--- src/rtl/multdiv_pkg.sv ---
// rtl/multdiv_pkg.sv - shared constants for the multiply/divide sequencer
//   state encoding, unit_op codes, rstatus register and exception status codes
package multdiv_pkg;

  typedef enum logic [1:0] {
    ST_IDLE = 2'd0,
    ST_RUN  = 2'd1,
    ST_DONE = 2'd2
  } state_e;

  localparam int CNT_W = 6;

  localparam logic OP_MULT = 1'b0;
  localparam logic OP_DIV  = 1'b1;

  localparam logic [4:0]  RSTATUS_REG     = 5'd30;
  localparam logic [31:0] STATUS_MULT_OVF = 32'd4;
  localparam logic [31:0] STATUS_DIV_ERR  = 32'd5;

endpackage

--- src/rtl/multdiv_counter.sv ---
// rtl/multdiv_counter.sv - loadable down-counter with zero flag for iteration tracking
//   clock, reset : clock and asynchronous active-high reset
//   load/load_val: load a new count (takes priority over dec)
//   dec          : decrement by one, saturating at zero
//   zero         : count is zero
module multdiv_counter
  import multdiv_pkg::*;
(
  input  logic             clock,
  input  logic             reset,
  input  logic             load,
  input  logic [CNT_W-1:0] load_val,
  input  logic             dec,
  output logic             zero
);

  logic [CNT_W-1:0] count_q;
  logic [CNT_W-1:0] count_d;

  always_comb begin
    count_d = count_q;
    if (load) begin
      count_d = load_val;
    end else if (dec && (count_q != '0)) begin
      count_d = count_q - 1'b1;
    end
  end

  always_ff @(posedge clock or posedge reset) begin
    if (reset) begin
      count_q <= '0;
    end else begin
      count_q <= count_d;
    end
  end

  assign zero = (count_q == '0);

endmodule

--- src/rtl/multdiv_ctrl.sv ---
// rtl/multdiv_ctrl.sv - sequencer for an external iterative multiply/divide unit
//   inputs : clock, reset (async, active-high), ctrl_mult, ctrl_div, in_rd, flush,
//            unit_exception
//   outputs: unit_start, unit_op, unit_step (unit control), stall, busy (pipeline),
//            wb_en, wb_reg, wb_sel_status, status_code (register-file writeback)
//   MULTDIV_EXCEPTION_EN: when defined, an exception in DONE redirects the
//   writeback to rstatus (r30) with a status code; otherwise unit_exception is ignored.
module multdiv_ctrl
  import multdiv_pkg::*;
#(
  parameter int MULT_CYCLES = 32,
  parameter int DIV_CYCLES  = 32
) (
  input  logic        clock,
  input  logic        reset,
  input  logic        ctrl_mult,
  input  logic        ctrl_div,
  input  logic [4:0]  in_rd,
  input  logic        flush,
  input  logic        unit_exception,
  output logic        unit_start,
  output logic        unit_op,
  output logic        unit_step,
  output logic        stall,
  output logic        busy,
  output logic        wb_en,
  output logic [4:0]  wb_reg,
  output logic        wb_sel_status,
  output logic [31:0] status_code
);

  localparam logic [CNT_W-1:0] MULT_LOAD = CNT_W'(MULT_CYCLES - 1);
  localparam logic [CNT_W-1:0] DIV_LOAD  = CNT_W'(DIV_CYCLES - 1);

  state_e     state_q;
  logic [4:0] rd_q;
  logic       op_q;

  logic       in_idle;
  logic       in_run;
  logic       in_done;
  logic       accept;
  logic       req_op;
  logic       cnt_zero;
  logic [4:0] done_reg;

  assign in_idle = (state_q == ST_IDLE);
  assign in_run  = (state_q == ST_RUN);
  assign in_done = (state_q == ST_DONE);

  // Multiply has priority when both requests are raised together.
  assign req_op = ctrl_mult ? OP_MULT : OP_DIV;

  // Gating with reset keeps every output low while reset is held.
  assign accept = in_idle & (ctrl_mult | ctrl_div) & ~flush & ~reset;

  // Counter is loaded with N-1 in the accept cycle so RUN spans exactly N cycles.
  multdiv_counter u_counter (
    .clock    (clock),
    .reset    (reset),
    .load     (accept),
    .load_val (ctrl_mult ? MULT_LOAD : DIV_LOAD),
    .dec      (in_run),
    .zero     (cnt_zero)
  );

  always_ff @(posedge clock or posedge reset) begin
    if (reset) begin
      state_q <= ST_IDLE;
      rd_q    <= '0;
      op_q    <= OP_MULT;
    end else begin
      case (state_q)
        ST_IDLE: begin
          if (accept) begin
            state_q <= ST_RUN;
            rd_q    <= in_rd;
            op_q    <= req_op;
          end
        end
        ST_RUN: begin
          if (flush) begin
            state_q <= ST_IDLE;
          end else if (cnt_zero) begin
            state_q <= ST_DONE;
          end
        end
        ST_DONE: state_q <= ST_IDLE;
        default: state_q <= ST_IDLE;
      endcase
    end
  end

  assign unit_start = accept;
  assign unit_op    = accept ? req_op : (in_idle ? OP_MULT : op_q);
  assign unit_step  = in_run;
  assign stall      = accept | in_run;
  assign busy       = ~in_idle;

`ifdef MULTDIV_EXCEPTION_EN
  logic exc_hit;
  assign exc_hit       = in_done & unit_exception;
  assign done_reg      = exc_hit ? RSTATUS_REG : rd_q;
  assign wb_sel_status = exc_hit;
  assign status_code   = exc_hit ? ((op_q == OP_DIV) ? STATUS_DIV_ERR : STATUS_MULT_OVF) : '0;
`else
  logic unused_exception;
  assign unused_exception = unit_exception;
  assign done_reg         = rd_q;
  assign wb_sel_status    = 1'b0;
  assign status_code      = '0;
`endif

  assign wb_reg = in_done ? done_reg : '0;
  // r0 is hardwired, so a write to it is dropped; flush cancels the write too.
  assign wb_en  = in_done & ~flush & (done_reg != '0);

endmodule

--- config.mk ---
export PLATFORM = sky130hd
export DESIGN_NAME = multdiv_ctrl
export DESIGN_NICKNAME = d
export VERILOG_FILES = /design/src/rtl/multdiv_pkg.sv /design/src/rtl/multdiv_counter.sv /design/src/rtl/multdiv_ctrl.sv
export SDC_FILE = /design/constraint.sdc
export NUM_CORES = 1
export LEC_CHECK = 0
export ABC_CLOCK_PERIOD_IN_PS = 2950
export CAP_MARGIN = 20
export CORE_UTILIZATION = 41
export CTS_CLUSTER_DIAMETER = 120
export DETAILED_ROUTE_END_ITERATION = 12
export GPL_TIMING_DRIVEN = 0
export HOLD_SLACK_MARGIN = 0.12
export MAX_ROUTING_LAYER = met4
export PLACE_DENSITY = 0.84
export SETUP_SLACK_MARGIN = 0.4
export SLEW_MARGIN = 40
export SYNTH_ARGS = -nofsm -noshare
export SYNTH_HDL_FRONTEND = slang
export SYNTH_SLANG_ARGS = --single-unit
--- constraint.sdc ---
create_clock -name clock -period 2.95 [get_ports clock]
set_input_delay 0.7375 -clock clock [delete_from_list [all_inputs] [get_ports clock]]
set_output_delay 0.7375 -clock clock [all_outputs]
set_load 0.005 [all_outputs]
Word-level counts from Yosys, hierarchy flattened
Index checks and enable logic that the tools add are counted.
{"block": "classes", "n_addsub": 1, "n_eq_ne": 4, "muxes": 10, "bitwise": 10, "reduce_logical": 8}
{"op": "2-to-1 mux 6 bit", "n": 2}
{"op": "zero test 6 bit", "n": 1}
{"op": "2-to-1 mux 2 bit", "n": 3}
{"op": "nonzero test 6 bit", "n": 1}
{"op": "subtractor 6 x 1 -> 6 bit (second input constant)", "n": 1}
{"op": "AND 1 bit", "n": 5}
{"op": "2-to-1 mux 5 bit", "n": 1}
{"op": "nonzero test 5 bit", "n": 1}
{"op": "one-hot mux 2 bit (2 select lines)", "n": 1}
{"op": "AND reduction 2 bit", "n": 2}
{"op": "2-to-1 mux 1 bit", "n": 3}
{"op": "!= test 3 x 2 -> 1 bit (second input constant)", "n": 1}
{"op": "NOT 1 bit", "n": 3}
{"op": "== test 2 x 1 -> 1 bit (second input constant)", "n": 1}
{"op": "== test 2 bit (second input constant)", "n": 1}
{"op": "zero test 2 bit", "n": 1}
{"op": "!= test 2 x 1 -> 1 bit (second input constant)", "n": 1}
{"op": "OR 1 bit", "n": 2}
{"op": "nonzero test 2 bit", "n": 1}
{"op": "logical AND 1 bit", "n": 1}
{"block": "totals", "register_bits": 14, "in_bits": 11, "out_inout_bits": 44, "wordCells": 37}

Logic depth before layout (Yosys ltp)
{"block": "depth", "ltp_word": 6, "mapped_depth": 6, "depth_no_buf": 6}

Modules after synthesis
Synthesis repeated with hierarchy kept, for this count alone.
{"block": "unflattened", "hier_cells": 119, "hier_area_um2": 1102.3}
{"mod": "multdiv_ctrl", "instances": 1, "cells_each": 70, "area_per_inst_um2": 675.6, "seq_area_each_um2": 200.2}
{"mod": "multdiv_counter", "instances": 1, "cells_each": 49, "area_per_inst_um2": 426.7, "seq_area_each_um2": 150.1}

Worst setup path after synthesis
OpenSTA, ideal clock, no wires.
{"block": "synth_timing", "path_type": "in2out", "startpoint": "input port flush", "endpoint": "output port unit_op", "arrival_ns": 1.675, "t_required_ns": 2.213, "setup_slack_ns": 0.537, "stages": 4, "n_path_buf": 2, "path_cell_list": "or4_1 > buf_2 > buf_6 > o2bb2ai_1"}
{"block": "synth_via", "elab_chain_len": 4}
{"item": "from (decl)", "line": "multdiv_ctrl.sv:19", "text": "input logic flush,"}
{"item": "NOT 1 bit", "line": "multdiv_ctrl.sv:55", "text": "assign accept = in_idle & (ctrl_mult | ctrl_div) & ~flush & ~reset;"}
{"item": "AND 1 bit (2 in series)", "line": "multdiv_ctrl.sv:55"}
{"item": "2-to-1 mux 1 bit", "line": "multdiv_ctrl.sv:95", "text": "assign unit_op = accept ? req_op : (in_idle ? OP_MULT : op_q);"}
{"item": "to (decl)", "line": "multdiv_ctrl.sv:22", "text": "output logic unit_op,"}
Every way passes these cells.

Worst setup path in the final report
{"block": "layout_timing", "startpoint": "register state_q[1]", "endpoint": "output port unit_op"}
{"block": "layout_via", "elab_chain_len": 5, "elab_cells_between_ends": 6, "cone_classes": "2 x mux; 3 x bitwise; 1 x reduce/logical"}
{"item": "from (decl)", "line": "multdiv_ctrl.sv:35", "text": "state_e state_q;"}
{"item": "from (signal assigned)", "line": "multdiv_ctrl.sv:69", "text": "state_q <= ST_IDLE;"}
{"item": "from (signal assigned)", "line": "multdiv_ctrl.sv:76", "text": "state_q <= ST_RUN;"}
{"item": "from (signal assigned)", "line": "multdiv_ctrl.sv:83", "text": "state_q <= ST_IDLE;"}
{"item": "zero test 2 bit (*)", "line": "multdiv_ctrl.sv:47", "text": "assign in_idle = (state_q == ST_IDLE);"}
{"item": "AND 1 bit (3 in series)", "line": "multdiv_ctrl.sv:55"}
{"item": "2-to-1 mux 1 bit (*)", "line": "multdiv_ctrl.sv:95"}
Mark *: on every way between the ends. The rest lies on a longest branch, timed or not.

==> reports/metrics.yaml <==
outcome:
  status: "complete, no violations"
setup_path:
  crit_slowest_cell: "or4_4"
  reg2reg_depth: 6
  crit_fanout: 4
  worstPathArrival_ns: 1.89
  critPathCaptureType: "output port"
  crit_start: "state_q[1]$_DFFE_PP0P_"
  cp.buffers_inverters: 3
  cp_cell_sequence: "or2_4 > or4_4 > buf_6 > buf_8 > o2bb2ai_4 > buf_2"
  path_class: "flip-flop to output port"
  start_kind: "flip-flop"
  worstReg2RegStart: "state_q[1]$_DFFE_PP0P_"
  worst-path-stages: 6
  endpoint: "unit_op"
  rrSetupSlack_ns: 1.00
  slowest_delay_ns: 0.48
  cp_top_family: "simple AND/OR/NAND/NOR gates"
  required_ns: 2.21
  worstReg2RegEnd: "done_reg[1]$_DFFE_PP0P_"
timing:
  final_hold_viol_count: 0
  worst_slew_pin_slew_ns: 0.545
  setup_viol: 0
  finalMaxSlewViolations: 0
  max_freq_mhz: 380
  whs_ns: 0.521
  finalCritPeriodShare_pct: 89.1
  fin_crit_ns: 2.63
  tns_ns: 0
  rsz0062_at_grt: "true"
  skew_ns: 0.00295
  slew_headroom_pct: 63.6
global_routing:
  grt_pass1_wl_microns: 3170
  grt_pass1_vias: 750
  grt_max_degree: 15
  grt_antenna_before_repair: 0
  track_usage_pct: 16.6
  gr-total-overflow: 0
yosys:
  synth-seq-cells: 14
  synth_compound_gate_area_share_pct: 7.45
  ys.flop_type: "dfrtp_1"
  synthMuxAreaShare_pct: 6.34
  yosysWarnings: 0
  synth_top_family_by_area: "buffers and inverters"
  yosys.area_share.simple_pct: 18.4
  synthCells: 108
  synth_area_per_cell_sq_um: 9.33
  ys_async_sr_fraction_pct: 100
  ys_seq_area_share_pct: 34.8
  synth_fa_ha_area_share_pct: 2.48
  syn_area_sq_um: 1010
  synth-xor-area-share_pct: 1.74
  synth_cell_types: 34
  synth_edf_count: 0
power_and_ir_drop:
  total_power_mw: 0.564
  p_leak_nw: 0.778
  peakVddDrop_mv: 0.331
  powerDensity_nw_per_um2: 385
placed_design:
  dp_hpwl_microns: 1500
  routabilityCongestion: 0.808
  place_area_sq_um: 1360
  dp.cells: 188
  port_buffers: 20
floorplanning:
  dieArea_sq_um: 2660
  start_util_pct: 44.7
  fp-row-count: 17
  die_y_microns: 51.6
  die_w_microns: 51.6
  core_area_sq_um: 2250
  ios: 55
detailed_routing:
  dr.pass1.iters: 4
  totalWireLength_microns: 2120
  drt-vias-per-instance: 4.26
  vias: 851
  drt_iter0_markers: 10
  ant_nets: 0
  route.detailed.drc: 0
  routedWlPerCell_microns: 10.6
final_layout:
  multi_input_area_sq_um: 517
  areaGrowthSynthToFinish_pct: 45.6
  seqCellArea_sq_um: 350
  design_area_sq_um: 1470
  diodes: 0
  drive_gt1_share_pct: 39.5
  largest_reg_flops: 6
  fillCellCount: 191
  final-instance-count-excl-fill: 200
  fin_nets: 187
clock_tree:
  clockBufferDepth: 2
  htreeDepth: 1
  clk_pin_slew_worst_paths_ns: 0.08
  clock_latency_ns: 0.27
  cts_buffers: 3
  cts_sinks: 14
  tritoncts: "yes"
  root_buffer: "clkbuf_4"
run:
  max-cap-violations: 0
min_path:
  hp-class: "input pin to async pin"
## cells by family (layout without fill, tap and decap cells)
| group | Yosys count | count (layout) |
|---|---|---|
| buffers and inverters | 41 | 73 |
| AND/OR/NAND/NOR | 32 | 32 |
| flip-flops | 14 | 14 |
| AO/OA/AOI/OAI | 11 | 11 |
| multiplexers | 5 | 5 |
| adder cells (fa/ha/maj) | 2 | 2 |
| XOR/XNOR | 2 | 2 |
| other | 1 | 33 |
## metrics by stage
stage / utilization [%] / setup WS, ns
2_1_floorplan: - / 0.537
3_3_place_gp: 60.4 / -0.490
3_5_place_dp: 60.4 / -0.482
4_1_cts: 63.7 / 0.347
5_1_grt: 65.0 / 0.285
6_report: 65.0 / 0.321
## where the power goes
| part | switching (mW) | internal, mW | total [mW] |
|---|---|---|---|
| Sequential | 0.0349 | 0.229 | 0.264 |
| Combinational | 0.0794 | 0.114 | 0.194 |
| Clock | 0.0586 | 0.0473 | 0.106 |
## timing repair
action | in CTS | in global routing
pin swaps | 5 | 2
setup endpoints to repair | 4 | 5
hold buffers | 0 | 0
resized for setup | 30 | 5
setup buffers | 7 | 2
## worst min path at each step
stage                           startpoint                       to  slack (ns)  cells past startpoint
after floorplan           op_q$_DFFE_PP0P_         op_q$_DFFE_PP0P_        0.45                      2
after global placement    op_q$_DFFE_PP0P_         op_q$_DFFE_PP0P_        0.47                      2
after detailed placement  op_q$_DFFE_PP0P_         op_q$_DFFE_PP0P_        0.48                      2
after CTS                            reset  done_reg[3]$_DFFE_PP0P_        0.52                      2
after global routing                 reset  done_reg[2]$_DFFE_PP0P_        0.54                      2
final                                reset  done_reg[3]$_DFFE_PP0P_        0.52                      2
## cell usage in the layout, fill, tap and decap left out, drive strengths merged
| cell type | synthesis | routed |
|---|---|---|
| o2bb2ai | 1 | 1 |
| or2b | 1 | 1 |
| and2 | 5 | 5 |
| a211o | 1 | 1 |
| conb | 1 | 33 |
| or2 | 2 | 2 |
| clkbuf | 0 | 4 |
| nor2 | 4 | 4 |
| clkdlybuf4s50 | 0 | 13 |
| o21ai | 3 | 3 |
| ha | 2 | 2 |
| nor2b | 1 | 1 |
| nor3b | 1 | 1 |
| nand3 | 1 | 1 |
| nand3b | 1 | 1 |
| a2111oi | 1 | 1 |
| and3 | 1 | 1 |
| xnor2 | 1 | 1 |
| xor2 | 1 | 1 |
| mux2 | 5 | 5 |
| inv | 6 | 6 |
| nand4b | 1 | 1 |
| and2b | 1 | 1 |
| nor3 | 3 | 3 |
| buf | 35 | 49 |
| or3 | 2 | 2 |
| or4 | 2 | 2 |
| a21oi | 3 | 3 |
| a211oi | 1 | 1 |
| nand2 | 6 | 6 |
| dfrtp | 14 | 14 |
| dlygate4sd2 | 0 | 1 |
| o221a | 1 | 1 |
## routing by layer
metal | global-route usage [%] | wire [microns] | vias to the layer above | share of wire (%)
met5 | - | 0 | - | 0
met2 | 30.7 | 1150 | 40 | 54
met4 | 2.70 | 41 | 0 | 1.9
li1 | - | - | 422 | -
met1 | 17.8 | 786 | 385 | 37
met3 | 4.68 | 140 | 4 | 6.6
## cell usage after synthesis, drive strengths merged, types with 2 or more instances
| cell type | count | area [sq um] |
|---|---|---|
| a21oi | 3 | 15.0 |
| and2 | 5 | 31.3 |
| buf | 35 | 264 |
| dfrtp | 14 | 350 |
| ha | 2 | 25.0 |
| inv | 6 | 22.5 |
| mux2 | 5 | 63.8 |
| nand2 | 6 | 22.5 |
| nor2 | 4 | 15.0 |
| nor3 | 3 | 15.0 |
| o21ai | 3 | 15.0 |
| or2 | 2 | 15.0 |
| or3 | 2 | 12.5 |
| or4 | 2 | 15.0 |
## layout make-up
| class | instances | share of cell area (%) |
|---|---|---|
| Multi-Input combinational cell | 85 | 35.2 |
| Sequential cell | 14 | 23.9 |
| Buffer | 35 | 18.7 |
| Timing Repair Buffer | 29 | 16.6 |
| Tap cell | 28 | 2.39 |
| Inverter | 6 | 1.71 |
| Clock buffer | 3 | 1.54 |
## worst reg2reg max path: cells and delay by family, from the launching register on
kind | cells | cell delay, ns
and+or+nand+nor | 2 | 0.74
DFF | 1 | 0.40
buffers and inverters | 3 | 0.40
muxes | 1 | 0.29
Power figures use the tool's default switching activity.
